===== src/rtl/ddr_port1_reader.sv =====
// ddr_port1_reader
//   Streams one frame buffer out of DDR through MCB port 1 into the display
//   pipeline. A frame is fetched as a series of read bursts, one burst in
//   flight at a time; each returned word is handed downstream through a
//   single-entry valid/ready output register.
//
// Ports
//   clk, reset          clock, synchronous active-high reset
//   mem_calib_done      MCB calibration done (asynchronous, synchronised here)
//   display_frame       buffer select sampled on an accepted frame_start
//   frame_start         one-cycle frame request from display timing
//   p1_cmd_*            MCB port-1 command channel (read only)
//   p1_rd_*             MCB port-1 read data FIFO
//   pixel_data/valid    word to the display pipeline, pixel_ready accepts it
//   frame_late          sticky: a frame_start arrived outside WAIT_FRAME
module ddr_port1_reader #(
  parameter int FRAME_WORDS = 17640,
  parameter int BURST_WORDS = 32,
  parameter int BASE_A      = 0,
  parameter int BASE_B      = 70560
) (
  input  logic        clk,
  input  logic        reset,
  input  logic        mem_calib_done,
  input  logic        display_frame,
  input  logic        frame_start,
  output logic        p1_cmd_en,
  output logic [2:0]  p1_cmd_instr,
  output logic [5:0]  p1_cmd_bl,
  output logic [29:0] p1_cmd_byte_addr,
  input  logic        p1_cmd_full,
  output logic        p1_rd_en,
  input  logic [31:0] p1_rd_data,
  input  logic        p1_rd_empty,
  output logic [31:0] pixel_data,
  output logic        pixel_valid,
  input  logic        pixel_ready,
  output logic        frame_late
);

  // Index must be able to hold FRAME_WORDS itself (end-of-frame compare).
  localparam int IW = $clog2(FRAME_WORDS + 1);
  // Common width for burst arithmetic: wide enough for both the index and 64.
  localparam int CW = (IW > 7) ? IW : 7;

  typedef enum logic [1:0] {IDLE, WAIT_FRAME, ISSUE, DRAIN} state_t;

  state_t          state, state_nxt;
  logic            calib_meta, calib_sync;
  logic [IW-1:0]   index;
  logic [IW-1:0]   index_next;
  logic [29:0]     base;
  logic [CW-1:0]   remaining, burst_n, word_cnt;
  logic            drain_pop, last_pop;

  assign p1_cmd_instr = 3'b001;

  // Words left in the frame and size of the current burst. index is frozen
  // from ISSUE through DRAIN, so burst_n stays constant for the whole burst.
  assign remaining  = CW'(FRAME_WORDS) - CW'(index);
  assign burst_n    = (remaining < CW'(BURST_WORDS)) ? remaining : CW'(BURST_WORDS);
  assign index_next = IW'(CW'(index) + burst_n);
  assign last_pop   = drain_pop && (word_cnt + CW'(1) == burst_n);

  always_comb begin
    state_nxt        = state;
    p1_cmd_en        = 1'b0;
    p1_cmd_bl        = 6'd0;
    p1_cmd_byte_addr = 30'd0;
    p1_rd_en         = 1'b0;
    drain_pop        = 1'b0;
    case (state)
      IDLE: begin
        // Flush anything left in the read FIFO (e.g. data from a burst
        // abandoned by reset) so the next frame starts clean.
        p1_rd_en = !p1_rd_empty;
        if (calib_sync) state_nxt = WAIT_FRAME;
      end
      WAIT_FRAME: begin
        if (frame_start) state_nxt = ISSUE;
      end
      ISSUE: begin
        p1_cmd_bl        = 6'(burst_n - CW'(1));
        p1_cmd_byte_addr = base + (30'(index) << 2);
        if (!p1_cmd_full) begin
          p1_cmd_en = 1'b1;
          state_nxt = DRAIN;
        end
      end
      DRAIN: begin
        // Pop only when the output register is free or being emptied this
        // cycle; word_cnt guard keeps us from reading past our own burst.
        drain_pop = !p1_rd_empty && (!pixel_valid || pixel_ready) && (word_cnt < burst_n);
        p1_rd_en  = drain_pop;
        if (last_pop)
          state_nxt = (index_next == IW'(FRAME_WORDS)) ? WAIT_FRAME : ISSUE;
      end
      default: state_nxt = IDLE;
    endcase
  end

  always_ff @(posedge clk) begin
    if (reset) begin
      state       <= IDLE;
      calib_meta  <= 1'b0;
      calib_sync  <= 1'b0;
      index       <= '0;
      base        <= 30'd0;
      word_cnt    <= '0;
      pixel_data  <= 32'd0;
      pixel_valid <= 1'b0;
      frame_late  <= 1'b0;
    end else begin
      state      <= state_nxt;
      calib_meta <= mem_calib_done;
      calib_sync <= calib_meta;

      if (state == WAIT_FRAME && frame_start) begin
        base     <= display_frame ? 30'(BASE_B) : 30'(BASE_A);
        index    <= '0;
        word_cnt <= '0;
      end

      // A pop reloads the output register even if the old word is being
      // accepted in the same cycle, so back-to-back words flow without gaps.
      if (drain_pop) begin
        pixel_data  <= p1_rd_data;
        pixel_valid <= 1'b1;
        if (last_pop) begin
          word_cnt <= '0;
          index    <= index_next;
        end else begin
          word_cnt <= word_cnt + CW'(1);
        end
      end else if (pixel_valid && pixel_ready) begin
        pixel_valid <= 1'b0;
      end

      // Any request outside WAIT_FRAME is late, including one that lands on
      // the cycle the final word is popped (state is still DRAIN then).
      if (frame_start && state != WAIT_FRAME) frame_late <= 1'b1;
    end
  end

endmodule

===== config.mk =====
export PLATFORM = sky130hd
export DESIGN_NAME = ddr_port1_reader
export DESIGN_NICKNAME = d
export VERILOG_FILES = /design/src/rtl/ddr_port1_reader.sv
export SDC_FILE = /design/constraint.sdc
export NUM_CORES = 1
export LEC_CHECK = 0
export ABC_CLOCK_PERIOD_IN_PS = 7000
export CELL_PAD_IN_SITES_DETAIL_PLACEMENT = 1
export CELL_PAD_IN_SITES_GLOBAL_PLACEMENT = 1
export CORE_MARGIN = 3
export CORE_UTILIZATION = 37
export DETAILED_ROUTE_END_ITERATION = 6
export PLACE_DENSITY = 0.83
export SYNTH_ARGS = -nofsm -noshare
export SYNTH_HDL_FRONTEND = slang
export SYNTH_SLANG_ARGS = --single-unit

===== constraint.sdc =====
create_clock -name clk -period 7 [get_ports clk]
set_input_delay 1.75 -clock clk [delete_from_list [all_inputs] [get_ports clk]]
set_output_delay 1.75 -clock clk [all_outputs]
set_load 0.005 [all_outputs]

## After elaboration in Yosys (flattened, before gate mapping)

Cells that the tools add are included.

- Word-level logic and storage cells: 61
- Output and inout bits: 75
- Bits of input ports: 40
- Register bits: 98

- Order comparisons: 2
- Equal/unequal tests: 10
- Mux-type cells: 22
- Reductions and logical operators: 13
- $add $sub $neg: 5

Operators with widths:

| operator | count |
|---|---|
| $mux W15 | 7 |
| $add A30 B17 Y30 | 1 |
| $mux W30 | 1 |
| $mux W17 | 1 |
| $add A15 B1 Y15 const B | 1 |
| $add A15 B15 Y15 | 1 |
| $eq A15 B15 Y1 | 1 |
| $eq A15 B15 Y1 const B | 1 |
| $lt A15 B15 Y1 | 1 |
| $lt A15 B6 Y1 const B | 1 |
| $sub A15 B15 Y15 const A | 1 |
| $mux W2 | 5 |
| $ne A2 B2 Y1 const B | 4 |
| $pmux W2 S4 | 1 |
| $logic_and A1 B1 Y1 | 6 |
| $mux W6 | 1 |
| $sub A6 B1 Y6 const B | 1 |
| $mux W1 | 5 |
| $eq A2 B2 Y1 const B | 2 |
| $reduce_and A4 Y1 | 1 |
| $reduce_bool A2 Y1 | 2 |
| $eq A2 B1 Y1 const B | 1 |
| $logic_not A1 Y1 | 2 |
| $logic_not A2 Y1 | 1 |
| other kinds (3) | 3 |

## Logic depth before layout (Yosys ltp)

- Depth after elaboration: 9
- Depth in mapped cells: 26

## Worst setup path before layout

OpenSTA, ideal clock, no wires.

- Kind: reg-to-output
- Start point: register index[0]
- End point: output p1_rd_en
- Arrival: 4.083 ns
- Buffers on the path: 6
- Setup slack: 1.167 ns
- Required time: 5.250 ns
- Cell stages (with the launch flop): 24
- Path through: dfxtp_1 -> buf_2 -> inv_1 -> ha_1 -> buf_2 -> nor2b_1 -> o21ai_0 -> a311oi_1 -> nand4bb_1 -> nand2b_1 -> buf_2 -> inv_1 -> clkbuf_1 -> nand2_1 -> ha_1 -> nand2b_1 -> a21oi_1 -> o21ai_0 -> a211oi_1 -> o211ai_1 -> nand2_1 -> clkbuf_1 -> buf_1 -> a21oi_1

- Longest elaborated chain between the ends: 6

RTL lines:

| item | RTL line | source |
|---|---|---|
| from (decl) | 50 | `logic [IW-1:0] index;` |
| from (signal assigned) | 131 | `index <= index_next;` |
| $sub A15 B15 Y15 * | 60 | `assign remaining = CW'(FRAME_WORDS) - CW'(index);` |
| $lt A15 B6 Y1 | 61 | `assign burst_n = (remaining < CW'(BURST_WORDS)) ? remaining : CW'(BURST_WORDS);` |
| $mux W15 * | 61 |  |
| $lt A15 B15 Y1 * | 93 | `drain_pop = !p1_rd_empty && (!pixel_valid \|\| pixel_ready) && (word_cnt < burst_n);` |
| $logic_and A1 B1 Y1 * | 93 |  |
| $pmux W1 S2 * | 72 | `case (state)` |
| to (decl) | 32 | `output logic p1_rd_en,` |

Every way passes the cells marked *; elsewhere a longest branch is shown, timed or not.

## Worst setup path after layout

Ends and elaborated chain as after synthesis.

==> impl_metrics.sql <==
INSERT INTO impl_metrics (metric_group, metric, value, unit) VALUES
('outcome', 'run_status', 'finished, final reports clean', ''),
('timing', 'max-slew-margin-rel', '0.451', ''),
('layout', 'diodes', '0', ''),
('clock_network', 'cts_buffers', '9', ''),
('yosys', 'synth_top_family_by_area', 'simple AND/OR/NAND/NOR gates', ''),
('timing', 'finalWorstPathRequiredPeriod', '6.53', 'ns'),
('clock_network', 'tritoncts', 'done', ''),
('clock_network', 'cts_hold_repair.buffers', '0', ''),
('yosys', 'synth_warnings', '0', ''),
('timing', 'report.final.hold_viol_count', '0', ''),
('timing', 'skew', '0.0105', 'ns'),
('global_routing', 'grt_max_degree', '71', ''),
('timing', 'rsz_0062_raised_after_global_routing', 'no', ''),
('yosys', 'synth-seq-area-share', '0.270', ''),
('die', 'num_io_pins', '115', ''),
('yosys', 'compound_cell_area_share_of_the_yosys_netlist', '0.224', ''),
('yosys', 'post_synth_inst_count', '696', ''),
('yosys', 'muxShareOfSynthArea', '0.0105', ''),
('yosys', 'post_synth_xor_area_fraction', '0.0511', ''),
('worst_setup_path', 'ff2ff_path_depth', '20', ''),
('clock_network', 'cts_root_buf', 'sky130_fd_sc_hd__clkbuf_16', ''),
('power_and_ir_drop', 'ir_worst_vdd', '0.000131', 'V'),
('flow_run', 'maxCapViolCount', '0', ''),
('yosys', 'synth_enable_flop_cells', '0', ''),
('global_routing', 'grt_busiest_layer', 'met2', ''),
('place', 'port_buffers', '97', ''),
('global_routing', 'grt_first_pass_wirelength', '26.5', 'mm'),
('die', 'initial_core_util', '0.382', ''),
('die', 'core_region_area', '0.0134', 'mm2'),
('yosys', 'syn-cell-area', '0.00512', 'mm2'),
('worst_setup_path', 'cp-end-kind', 'output pin', ''),
('place', 'globalplace.congestion', '0.909', ''),
('routing', 'postRouteAntennaNets', '0', ''),
('routing', 'routed_via_density', '5.49', ''),
('layout', 'layout.core_utilization', '0.481', ''),
('clock_network', 'postCtsSetupBuffers', '0', ''),
('place', 'hpwl', '12.2', 'mm'),
('timing', 'finalSetupViolCount', '0', ''),
('global_routing', 'antenna_found_initial', '0', ''),
('layout', 'final_cells', '958', ''),
('die', 'die_height', '124', 'um'),
('routing', 'initialDrtViolationCount', '383', ''),
('routing', 'drc_errors', '0', ''),
('yosys', 'synth-seq-cells', '69', ''),
('timing', 'totalNegativeSetupSlack', '0', 'ns'),
('timing', 'slew_violations', '0', ''),
('yosys', 'area_share_of_fa_ha_maj_cells_after_synthesis', '0.0855', ''),
('global_routing', 'grt_met1_usage', '0.272', ''),
('die', 'floorplan.die_area', '0.0153', 'mm2'),
('routing', 'detailed_route_wl', '16.4', 'mm'),
('yosys', 'synth-simple-area-share', '0.279', ''),
('layout', 'drive_gt1_frac', '0.0448', ''),
('worst_setup_path', 'cp.required', '5.25', 'ns'),
('routing', 'dr.pass1.iters', '5', ''),
('worst_setup_path', 'worst_path_arrival_time', '4.78', 'ns'),
('die', 'fp.dieW', '124', 'um'),
('layout', 'design.final.nets', '852', ''),
('layout', 'layout_common_cells', 'sky130_fd_sc_hd__nand2_1 (118), sky130_fd_sc_hd__clkdlybuf4s50_1 (96), sky130_fd_sc_hd__a21oi_1 (72)', ''),
('worst_setup_path', 'criticalPathCategory', 'reg -> out', ''),
('worst_setup_path', 'critical_path_peak_fanout', '13', ''),
('clock_network', 'insertion_delay', '0.35', 'ns'),
('clock_network', 'cts.path.max_buffers', '2', ''),
('layout', 'area_growth', '25.8', '%'),
('global_routing', 'grt.overflow.total', '0', ''),
('place', 'place.detailed.instances', '942', ''),
('timing', 'fmax', '153', 'MHz'),
('timing', 'max_slew.worst_pin.slew', '0.820', 'ns'),
('yosys', 'ys.flop_type', 'sky130_fd_sc_hd__dfxtp_1', ''),
('timing', 'fin_crit_share', '0.932', ''),
('power_and_ir_drop', 'power_leakage', '2.34', 'nW'),
('clock_network', 'post_cts_resized', '0', '');
[cells by family (layout without fill, tap and decap cells)]
kind of cell / count (synthesis) / count (layout)
adder cells (fa/ha/maj): 35 / 35
AO/OA/AOI/OAI: 178 / 178
multiplexers: 5 / 5
other: 2 / 30
flip-flops: 69 / 69
XOR/XNOR: 29 / 29
AND/OR/NAND/NOR: 294 / 294
buffers and inverters: 84 / 142
[worst paths after layout]
check                           startpoint  slack (ns)         end
worst max-delay path              index[0]        0.47    p1_rd_en
worst min-delay path            calib_meta        0.43  calib_sync
worst max register to register    index[0]        1.53    index[6]
worst min register to register  calib_meta        0.43  calib_sync
[synthesized netlist by cell type, drive strengths merged (5+ instances only)]
master	number	share of area
o21ai	29	0.028
or3	7	0.0086
clkbuf	23	0.017
and2	19	0.023
inv	25	0.018
nand2	118	0.087
nor3	12	0.012
xor2	10	0.017
and3	9	0.012
buf	36	0.044
o211ai	5	0.0073
dfxtp	69	0.27
nand3	34	0.034
a311oi	9	0.015
a21o	6	0.0088
a31oi	15	0.018
nand2b	16	0.020
nor2b	11	0.013
nor2	39	0.029
nand4	7	0.0086
a21oi	73	0.074
ha	35	0.086
a211oi	5	0.0073
xnor2	19	0.034
mux2i	5	0.011
or4	7	0.010
[registers in the layout, indices dropped and copies added (netlist names)]
name,count
base,1
calib_meta,1
frame_late,1
pixel_valid,1
index,15
calib_sync,1
state,2
word_cnt,15
pixel_data,32
[per-stage QoR]
step / setup slack, ns / total power [mW] / hold WS [ns] / area (um2)
2_1_floorplan: 1.17 / 0.503 / 0.414 / 5230
3_3_place_gp: 0.826 / 0.561 / 0.429 / 6130
3_5_place_dp: 0.638 / 0.566 / 0.429 / 6130
4_1_cts: 0.211 / 1.05 / 0.441 / 6440
5_1_grt: 0.0527 / 1.08 / 0.448 / 6440
6_report: 0.474 / 1.04 / 0.431 / 6440
[power breakdown]
part | switching (mW) | leakage (nW) | internal [mW] | total, mW
logic | 0.0818 | 1.63 | 0.0683 | 0.150
clock network | 0.197 | 0.151 | 0.281 | 0.478
registers | 0.00741 | 0.557 | 0.400 | 0.407
total | 0.286 | 2.34 | 0.749 | 1.04
[per-layer routing]
layer | vias up | share of wire
li1 | 2576 | -
met1 | 2528 | 0.45
met2 | 143 | 0.47
met3 | 15 | 0.075
met4 | 0 | 0.012
met5 | - | 0
[cell type report]
class                           instances  area (um2)
Tap cell                              176         220
Fill cell                            1699        6960
Clock buffer                            9         225
Sequential cell                        69        1380
Timing Repair Buffer                  101         996
Clock inverter                          7        82.6
Multi-Input combinational cell        571        3440
Inverter                               25        97.6
[critical path, cell delays in order, from the launching register on]
cell	delay (ns)
sky130_fd_sc_hd__dfxtp_1	0.53
sky130_fd_sc_hd__inv_1	0.11
sky130_fd_sc_hd__ha_1	0.31
sky130_fd_sc_hd__nor2b_1	0.18
sky130_fd_sc_hd__o21ai_1	0.29
sky130_fd_sc_hd__a311oi_1	0.16
sky130_fd_sc_hd__nand4bb_1	0.34
sky130_fd_sc_hd__nand2b_1	0.26
sky130_fd_sc_hd__clkinvlp_4	0.24
sky130_fd_sc_hd__nand2_1	0.15
sky130_fd_sc_hd__ha_1	0.30
sky130_fd_sc_hd__o21ai_0	0.15
sky130_fd_sc_hd__a21oi_1	0.05
sky130_fd_sc_hd__o21ai_0	0.15
sky130_fd_sc_hd__a211oi_1	0.12
sky130_fd_sc_hd__o211ai_1	0.26
sky130_fd_sc_hd__nand2_1	0.12
sky130_fd_sc_hd__a21oi_1	0.15
sky130_fd_sc_hd__clkdlybuf4s50_1	0.54
Note: power is estimated with default switching activity, not from simulation.
